File: src/rtl/ov5640_capture_if.sv
// Camera DVP bus and the captured byte stream toward the write FIFO.
// din_vld qualifies din for exactly one byte per cycle; there is no ready, so the sink must always accept.
interface ov5640_capture_if;
  logic       cam_vsync;
  logic       cam_href;
  logic [7:0] cam_data;
  logic [7:0] din;
  logic       din_vld;

  modport master (
    output cam_vsync, cam_href, cam_data,
    input  din, din_vld
  );

  modport slave (
    input  cam_vsync, cam_href, cam_data,
    output din, din_vld
  );
endinterface

File: src/rtl/ov5640_capture.sv
// OV5640 DVP capture: skips start-up frames, forwards whole frames as a byte stream
// and checks line/frame geometry. Single clock (pclk), synchronous active-high reset.
module ov5640_capture #(
  parameter int FRAME_SKIP      = 10,
  parameter int H_PIXELS        = 640,
  parameter int V_LINES         = 480,
  parameter int BYTES_PER_PIXEL = 2
) (
  input  logic                clk,
  input  logic                rst,
  input  logic                capture_en,
  ov5640_capture_if.slave     bus,
  output logic                addr_write_clr,
  output logic                w_or_r_req,
  output logic                frame_done,
  output logic                line_err,
  output logic                frame_err,
  output logic [7:0]          frame_cnt,
  output logic [1:0]          dbg_state
);

  localparam int LINE_BYTES = H_PIXELS * BYTES_PER_PIXEL;
  localparam int BW = $clog2(LINE_BYTES + 1);
  localparam int LW = (V_LINES > 0) ? $clog2(V_LINES + 1) : 1;
  localparam int SW = (FRAME_SKIP > 0) ? $clog2(FRAME_SKIP + 1) : 1;
  localparam logic [BW-1:0] LINE_BYTES_C = BW'(LINE_BYTES);
  localparam logic [LW-1:0] V_LINES_C    = LW'(V_LINES);
  localparam logic [SW-1:0] SKIP_C       = SW'(FRAME_SKIP);

  typedef enum logic [1:0] {S_SKIP = 2'd0, S_WAIT = 2'd1, S_ACTIVE = 2'd2} state_t;

  state_t          r_state, w_state_nxt;
  logic            r_vs_s1, r_vs_s2, r_href_s1, r_href_s2;
  logic [7:0]      r_data_s1, r_data_s2;
  logic [1:0]      r_fill;
  logic [SW-1:0]   r_skip_cnt;
  logic [BW-1:0]   r_byte_cnt;
  logic [LW-1:0]   r_line_cnt;
  logic            r_line_err, r_frame_err;
  logic            r_vld1, r_start1, r_end1;

  logic            w_vs_fall, w_vs_rise, w_href_fall;
  logic            w_start, w_end, w_skip_inc;
  logic            w_in_frame, w_byte, w_line_fall;
  logic [LW-1:0]   w_line_nxt;

  always_ff @(posedge clk) begin
    if (rst) begin
      r_vs_s1   <= 1'b0;
      r_vs_s2   <= 1'b0;
      r_href_s1 <= 1'b0;
      r_href_s2 <= 1'b0;
      r_data_s1 <= 8'h00;
      r_data_s2 <= 8'h00;
      r_fill    <= 2'b00;
    end else begin
      r_vs_s1   <= bus.cam_vsync;
      r_vs_s2   <= r_vs_s1;
      r_href_s1 <= bus.cam_href;
      r_href_s2 <= r_href_s1;
      r_data_s1 <= bus.cam_data;
      r_data_s2 <= r_data_s1;
      r_fill    <= {r_fill[0], 1'b1};
    end
  end

  // Edges are masked until both sync stages hold real samples, so a bus that is
  // already in vsync when reset releases does not count as a frame end.
  assign w_vs_fall   = r_fill[1] &  r_vs_s2   & ~r_vs_s1;
  assign w_vs_rise   = r_fill[1] & ~r_vs_s2   &  r_vs_s1;
  assign w_href_fall = r_fill[1] &  r_href_s2 & ~r_href_s1;

  always_ff @(posedge clk) begin
    if (rst) r_state <= S_SKIP;
    else     r_state <= w_state_nxt;
  end

  always_comb begin
    w_state_nxt = r_state;
    w_start     = 1'b0;
    w_end       = 1'b0;
    w_skip_inc  = 1'b0;
    case (r_state)
      S_SKIP: begin
        if (r_skip_cnt == SKIP_C) w_state_nxt = S_WAIT;
        else if (w_vs_rise)       w_skip_inc  = 1'b1;
      end
      S_WAIT: begin
        if (w_vs_fall && capture_en) begin
          w_state_nxt = S_ACTIVE;
          w_start     = 1'b1;
        end
      end
      S_ACTIVE: begin
        if (w_vs_rise) begin
          w_state_nxt = S_WAIT;
          w_end       = 1'b1;
        end
      end
      default: w_state_nxt = S_SKIP;
    endcase
  end

  // Frame start is folded into the in-frame test so a byte arriving with vsync fall is counted.
  assign w_in_frame  = (r_state == S_ACTIVE) | w_start;
  assign w_byte      = w_in_frame & r_href_s1;
  assign w_line_fall = (r_state == S_ACTIVE) & w_href_fall;
  assign w_line_nxt  = (w_line_fall && (r_line_cnt != '1)) ? r_line_cnt + 1'b1 : r_line_cnt;

  always_ff @(posedge clk) begin
    if (rst) begin
      r_skip_cnt  <= '0;
      r_byte_cnt  <= '0;
      r_line_cnt  <= '0;
      r_line_err  <= 1'b0;
      r_frame_err <= 1'b0;
      r_vld1      <= 1'b0;
      r_start1    <= 1'b0;
      r_end1      <= 1'b0;
    end else begin
      r_vld1   <= w_byte;
      r_start1 <= w_start;
      r_end1   <= w_end;
      if (w_skip_inc) r_skip_cnt <= r_skip_cnt + 1'b1;
      if (w_start) begin
        r_byte_cnt <= w_byte ? BW'(1) : '0;
        r_line_cnt <= '0;
      end else begin
        if (w_line_fall) begin
          if (r_byte_cnt != LINE_BYTES_C) r_line_err <= 1'b1;
          r_byte_cnt <= '0;
        end else if (w_byte && (r_byte_cnt != '1)) begin
          r_byte_cnt <= r_byte_cnt + 1'b1;
        end
        r_line_cnt <= w_line_nxt;
      end
      if (w_end && (w_line_nxt != V_LINES_C)) r_frame_err <= 1'b1;
    end
  end

  // Output stage: everything leaves here, keeping data, pulses and flags aligned.
  always_ff @(posedge clk) begin
    if (rst) begin
      bus.din        <= 8'h00;
      bus.din_vld    <= 1'b0;
      addr_write_clr <= 1'b0;
      w_or_r_req     <= 1'b0;
      frame_done     <= 1'b0;
      line_err       <= 1'b0;
      frame_err      <= 1'b0;
      frame_cnt      <= 8'h00;
    end else begin
      bus.din_vld    <= r_vld1;
      if (r_vld1) bus.din <= r_data_s2;
      addr_write_clr <= r_start1;
      w_or_r_req     <= (r_state == S_ACTIVE);
      frame_done     <= r_end1;
      line_err       <= r_line_err;
      frame_err      <= r_frame_err;
      if (r_end1) frame_cnt <= frame_cnt + 8'd1;
    end
  end

  assign dbg_state = r_state;

endmodule

File: src/flat_wrapper.sv
// flat-port wrapper written by rule: the top's interface ports become plain ports
module ov5640_capture_flat 
#(
  parameter int FRAME_SKIP      = 10,
  parameter int H_PIXELS        = 640,
  parameter int V_LINES         = 480,
  parameter int BYTES_PER_PIXEL = 2
)
  (clk, rst, capture_en, addr_write_clr, w_or_r_req, frame_done, line_err, frame_err, frame_cnt, dbg_state, bus_cam_vsync, bus_cam_href, bus_cam_data, bus_din, bus_din_vld);
  ov5640_capture_if bus_i ();
  input  logic clk;
  input  logic rst;
  input  logic capture_en;
  output logic addr_write_clr;
  output logic w_or_r_req;
  output logic frame_done;
  output logic line_err;
  output logic frame_err;
  output logic [7:0] frame_cnt;
  output logic [1:0] dbg_state;
  input wire logic [$bits(bus_i.cam_vsync)-1:0] bus_cam_vsync;
  input wire logic [$bits(bus_i.cam_href)-1:0] bus_cam_href;
  input wire logic [$bits(bus_i.cam_data)-1:0] bus_cam_data;
  output wire logic [$bits(bus_i.din)-1:0] bus_din;
  output wire logic [$bits(bus_i.din_vld)-1:0] bus_din_vld;
  assign bus_i.cam_vsync = bus_cam_vsync;
  assign bus_i.cam_href = bus_cam_href;
  assign bus_i.cam_data = bus_cam_data;
  assign bus_din = bus_i.din;
  assign bus_din_vld = bus_i.din_vld;
  ov5640_capture #(.FRAME_SKIP(FRAME_SKIP), .H_PIXELS(H_PIXELS), .V_LINES(V_LINES), .BYTES_PER_PIXEL(BYTES_PER_PIXEL)) u_core (.clk(clk), .rst(rst), .capture_en(capture_en), .bus(bus_i), .addr_write_clr(addr_write_clr), .w_or_r_req(w_or_r_req), .frame_done(frame_done), .line_err(line_err), .frame_err(frame_err), .frame_cnt(frame_cnt), .dbg_state(dbg_state));
endmodule
File: config.mk
export PLATFORM = sky130hd
export DESIGN_NAME = ov5640_capture_flat
export DESIGN_NICKNAME = d
export VERILOG_FILES = /design/src/rtl/ov5640_capture_if.sv /design/src/rtl/ov5640_capture.sv /design/src/flat_wrapper.sv
export SDC_FILE = /design/constraint.sdc
export NUM_CORES = 1
export LEC_CHECK = 0
export ABC_AREA = 1
export CAP_MARGIN = 20
export CELL_PAD_IN_SITES_DETAIL_PLACEMENT = 1
export CELL_PAD_IN_SITES_GLOBAL_PLACEMENT = 1
export CORE_ASPECT_RATIO = 0.6
export CORE_MARGIN = 1
export CORE_UTILIZATION = 40
export CTS_CLUSTER_SIZE = 14
export DETAILED_ROUTE_END_ITERATION = 8
export GPL_ROUTABILITY_DRIVEN = 0
export HOLD_SLACK_MARGIN = 0.05
export PLACE_DENSITY = 0.74
export SYNTH_ARGS = -nofsm -noshare
export SYNTH_HDL_FRONTEND = slang
export SYNTH_SLANG_ARGS = --single-unit
File: constraint.sdc
create_clock -name clk -period 2.2 [get_ports clk]
set_input_delay 0.66 -clock clk [delete_from_list [all_inputs] [get_ports clk]]
set_output_delay 0.66 -clock clk [all_outputs]
set_load 0.03 [all_outputs]
# Yosys cells after proc, flatten, opt, wreduce, memory -nomap -nowiden
# Cells that the tools add are included.
classes:
  bitwise_logic: 13
  n_reduce_logical: 9
  n_eq_ne: 10
  add_sub_neg: 4
  mux: 16
ops:
  columns: ["operator", "count"]
  rows:
  - ["11-bit two-way mux", 3]
  - ["11-bit != test, second input constant", 2]
  - ["9-bit != test, second input constant", 2]
  - ["11-bit by 1-bit adder with 11-bit output, second input constant", 1]
  - ["9-bit by 1-bit adder with 9-bit output, second input constant", 1]
  - ["9-bit two-way mux", 1]
  - ["8-bit by 1-bit adder with 8-bit output, second input constant", 1]
  - ["1-bit bitwise AND", 8]
  - ["1-bit two-way mux", 8]
  - ["2-bit two-way mux", 3]
  - ["2-bit by 1-bit != test with 1-bit output, second input constant", 3]
  - ["2-bit one-hot mux with 3 select lines", 1]
  - ["3-bit AND reduction", 2]
  - ["4-bit by 1-bit adder with 4-bit output, second input constant", 1]
  - ["4-bit equality test, second input constant", 1]
  - ["1-bit logical AND", 4]
  - ["1-bit inverter", 4]
  - ["3-bit nonzero test", 1]
  - ["2-bit by 1-bit equality test with 1-bit output, second input constant", 1]
  - ["2-bit equality test, second input constant", 1]
  - ["2-bit zero test", 1]
  - ["2-bit OR reduction", 1]
  - ["1-bit bitwise OR", 1]
totals:
  in_bits: 13
  register_bits: 75
  wordCells: 77

# Longest topological paths before layout
depth:
  ltp_word: 11
  depth_mapped: 14

# Least setup slack after synthesis
# Ideal clock, no wire load.
synth_timing:
  path_type: "flip-flop to flip-flop"
  startpoint: "register u_core.r_line_cnt[0]"
  endpoint: "register u_core.r_frame_err"
  t_arrival_ps: 1736
  required_ps: 2087
  path_stages_with_launch: 15
  period_less_slack_ps: 1849
  path_slack_ps: 351
  cell_sequence: "dfxtp_1 -> ha_1 -> nand2_1 -> nor4_1 -> ha_1 -> inv_1 -> clkbuf_1 -> nand3_1 -> nand2_1 -> nand2_1 -> nand2_1 -> nor2_1 -> nand2_1 -> nand2_1 -> nand2_1"
synth_between:
  elab_chain_cells: 5
  word_cells_on_any_way: 6
  classes_between: "1 x add/sub; 2 x eq/ne; 1 x mux; 2 x reduce/logical"
synth_rtl:
  columns: ["item", "line_no", "source"]
  rows:
  - ["start, declared", "ov5640_capture.sv:38", "logic [LW-1:0] r_line_cnt;"]
  - ["start signal, assigned", "ov5640_capture.sv:135", "r_line_cnt <= w_line_nxt;"]
  - ["parallel branches: the longest is 2 deep, another holds 9-bit by 1-bit adder with 9-bit output", null, null]
  - ["9-bit two-way mux *", "ov5640_capture.sv:108", "assign w_line_nxt = (w_line_fall && (r_line_cnt != '1)) ? r_line_cnt + 1'b1 : r_line_cnt;"]
  - ["9-bit != test *", "ov5640_capture.sv:137", "if (w_end && (w_line_nxt != V_LINES_C)) r_frame_err <= 1'b1;"]
  - ["1-bit logical AND *", "ov5640_capture.sv:137", null]
  - ["end signal, assigned", "ov5640_capture.sv:116", "r_frame_err <= 1'b0;"]
  - ["end signal, assigned", "ov5640_capture.sv:137", null]
  - ["end, declared", "ov5640_capture.sv:39", "logic r_line_err, r_frame_err;"]
# Mark *: on every way between the ends.
# A chain may end at the register's enable or synchronous reset.

# Final worst setup path
layout_timing:
  startpoint: "register u_core.r_state[0], in the netlist u_core.dbg_state[0]"
  endpoint: "output port dbg_state[0]"
layout_lines:
  columns: ["item", "line_no", "source"]
  rows:
  - ["start, declared", "ov5640_capture.sv:32", "state_t r_state, w_state_nxt;"]
  - ["start signal, assigned", "ov5640_capture.sv:75", "else r_state <= w_state_nxt;"]
  - ["end, declared", "flat_wrapper.sv:20", "output logic [1:0] dbg_state;"]
# No word-level cell between the ends.

==> summary.md <==
| Metric | Value |
|---|---|
| Sequential area share after synthesis | 49.85% |
| WS Path Type | reg -> out |
| Post-CTS Setup Bufs | 0 |
| Largest net degree at the start of global routing | 19 |
| Power per cell area | 757.4 nW/um2 |
| Fmax | 0.4784 GHz |
| Leak Pwr | 1.677 nW |
| Worst setup path start | u_core.dbg_state[0]$_SDFFE_PP0P_ |
| Synth Register Bits | 75 |
| Die Wd | 114.0 um |
| CTS tree | built |
| Worst hold slack | 402.0 ps |
| Via density | 4.758 |
| Initial antenna violation count | 0 |
| Final Hold Vio Count | 0 |
| Count of pins over their slew limit | 0 |
| Worst VDD drop | 518.5 uV |
| Die area | 7891 um2 |
| H-tree depth | 3 |
| Root buf cell | clkbuf_16 |
| Site Rows | 24 |
| Post-Syn Instances | 401 |
| Nets | 477 |
| CTS Sinks | 75 |
| # hold bufs at CTS | 0 |
| Post_cts resized | 0 |
| Distinct cells, synth | 29 |
| Crit-path cells | clkdlybuf4s50_1 |
| Crit path max fanout | 3 |
| DRC Markers | 0 |
| Area fraction of the dominant cell type after synthesis | 49.85% |
| Worst r2r path cells | 14 |
| Final wirelength | 7763 um |
| Number of global-route vias before repair | 2,789 |
| Final period util | 95.01% |
| 1st-iter DRT viols | 149 |
| Worst slew margin | 72.85% |
| Total chip power | 2.986 mW |
| First-pass GRT wire length | 13,190 um |
| Crit path DAT | 1430 ps |
| Clk buf depth | 2 |
| Top cells by area, synth | dfxtp_1, nor2_1, inv_1, nand2_1, a21oi_1 |
| R2r setup slk | 130 ps |
| Filler cells | 926 |
| Initial Utilization | 41.44% |
| Layout area overhead | 30.91% |
| Total gr overflow | 0 |
| EDFF count, synth | 0 |
| Routed Antenna Nets | 0 |
| Worst-Margin Slew | 406.3 ps |
| Crit path time final | 2090 ps |
| R2R Path End | u_core.r_frame_err$_SDFFE_PP0P_ |
| Vias | 2,693 |
| Ports | 37 |
| Async SR Flop Fraction | 0% |
| I/O Buffers | 36 |
| HPWL after DPL | 5663 um |
| Std-Cell Core Area | 7267 um2 |
| WL/cell | 13.72 um |
| CP max stage cell | clkdlybuf4s50_1 |
| DR pass1 iterations | 4 |
| Primary FF master, synth | dfxtp_1 |
| Reg2reg start | u_core.r_line_cnt[0]$_SDFF_PP0_ |
| End point of the critical path | dbg_state[0] |
| Critical path depth in cells | 1 |
| CTS clock-pin slew for the worst setup and hold paths | 50 ps |
| Worst hold path class | reg -> reg |
| Mapped Area | 3012 um2 |
| N_diodes | 0 |
| Maximum capacitance violations | 0 |
| Critical path's top delay family | buffers and inverters |
| Synth area leader | dfxtp_1 |
| Synth warn | 0 |
| Max stage delay on crit path | 710 ps |
| Commonest cells post-synth | nor2_1, dfxtp_1, inv_1, nand2_1, a21oi_1 |
| Worst setup SP type | register |
| Final setup vio count | 0 |
| Critical path endpoint category | output port |
| Layout cells sized above 1 | 10.17% |
| Die height | 69.21 um |
| CP Buf/Inv Count | 1 |
| Total CTS buffers | 9 |
| Required @ worst endpoint | 1540 ps |
| Avg Inst Size Synth | 7.510 um2 |
| Count leader, synth | nor2_1 |
| Clk_skew | 5.839 ps |
| Status | completed |
| Total GRT Usage | 21.63% |
| Clock latency on the worst-skew pair | 330 ps |
| Syn_nets | 421 |
-- per-stage QoR --
step	setup WS [ps]	cells	instance area, um2	utilization [%]	setup TNS (ps)
6_report	109.8	566	3943	54.25	0
5_1_grt	-48.23	566	3943	54.25	-48.23
4_1_cts	83.91	566	3933	54.12	0
3_5_place_dp	-69.17	550	3617	49.78	-279.7
3_3_place_gp	17.79	550	3617	49.78	0
2_1_floorplan	351.2	401	3012	-	0
-- where the power goes --
group / internal (mW) / leakage (nW) / switching (mW)
Sequential: 1.38 / 0.610 / 0.0105
Combinational: 0.0382 / 0.919 / 0.0463
Clock: 0.971 / 0.148 / 0.542
-- cells in the final DEF (no fill, tap or decap), drive strengths merged --
cell	count
nor2	82
dfxtp	75
nand2	64
inv	64
clkdlybuf4s50	36
o21ai	25
a21oi	24
nand3	22
buf	17
clkbuf	13
nand4	12
nor3	7
ha	7
nor4	3
xor2	2
clkinvlp	2
clkinv	1
a21boi	1
xnor2	1
o211a	1
a31oi	1
nor3b	1
bufinv	1
-- area by class of cell --
type                       instances  area (um2)  area share (%)
clock buffer                      13       270.3           6.855
clock inverter                     3       45.04           1.142
inverter                          65       244.0           6.189
multi-input combinational        253        1237           31.39
sequential                        75        1503           38.11
tap                              104       130.1           3.301
timing repair buffer              53       513.0           13.01
-- registers in the layout (all words and copies together) (netlist names), 2 cells and up --
signal             cells
u_core.bus.din         8
u_core.dbg_state       2
u_core.frame_cnt       8
u_core.r_byte_cnt     11
u_core.r_data_s1       8
u_core.r_data_s2       8
u_core.r_fill          2
u_core.r_line_cnt      9
u_core.r_skip_cnt      4
-- logic make-up (layout without fill, tap and decap cells) --
family	count (synthesis)	in the layout	synth area share, %
buffers and inverters	73	134	9.347
DFF	75	75	49.85
xor gates and xnor gates	3	3	0.8726
and+or+nand+nor	191	191	28.09
AOI/OAI and AO/OA	52	52	8.933
adders and majority gates	7	7	2.908
-- routing by layer --
| layer | GRT usage, % | routed length (um) |
|---|---|---|
| met1 | 28.10 | 3856 |
| met2 | 35.49 | 3424 |
| met3 | 5.682 | 383 |
| met4 | 6.061 | 98 |
| met5 | 0 | 0 |
-- worst min path at each step --
stage	start	to	slack, ps	cells after the start
final	u_core.r_data_s1[4]$_SDFF_PP0_	u_core.r_data_s2[4]$_SDFF_PP0_	400	2
after CTS	u_core.r_fill[0]$_DFF_P_	u_core.r_fill[1]$_SDFF_PP0_	410	2
after global routing	u_core.r_data_s1[2]$_SDFF_PP0_	u_core.r_data_s2[2]$_SDFF_PP0_	430	2
after global placement	u_core.r_data_s1[5]$_SDFF_PP0_	u_core.r_data_s2[5]$_SDFF_PP0_	390	2
after floorplan	u_core.r_start1$_SDFF_PP0_	u_core.addr_write_clr$_SDFF_PP0_	390	2
after detailed placement	u_core.r_fill[0]$_DFF_P_	u_core.r_fill[1]$_SDFF_PP0_	400	2
No activity file was read; power rests on OpenSTA's default activity.
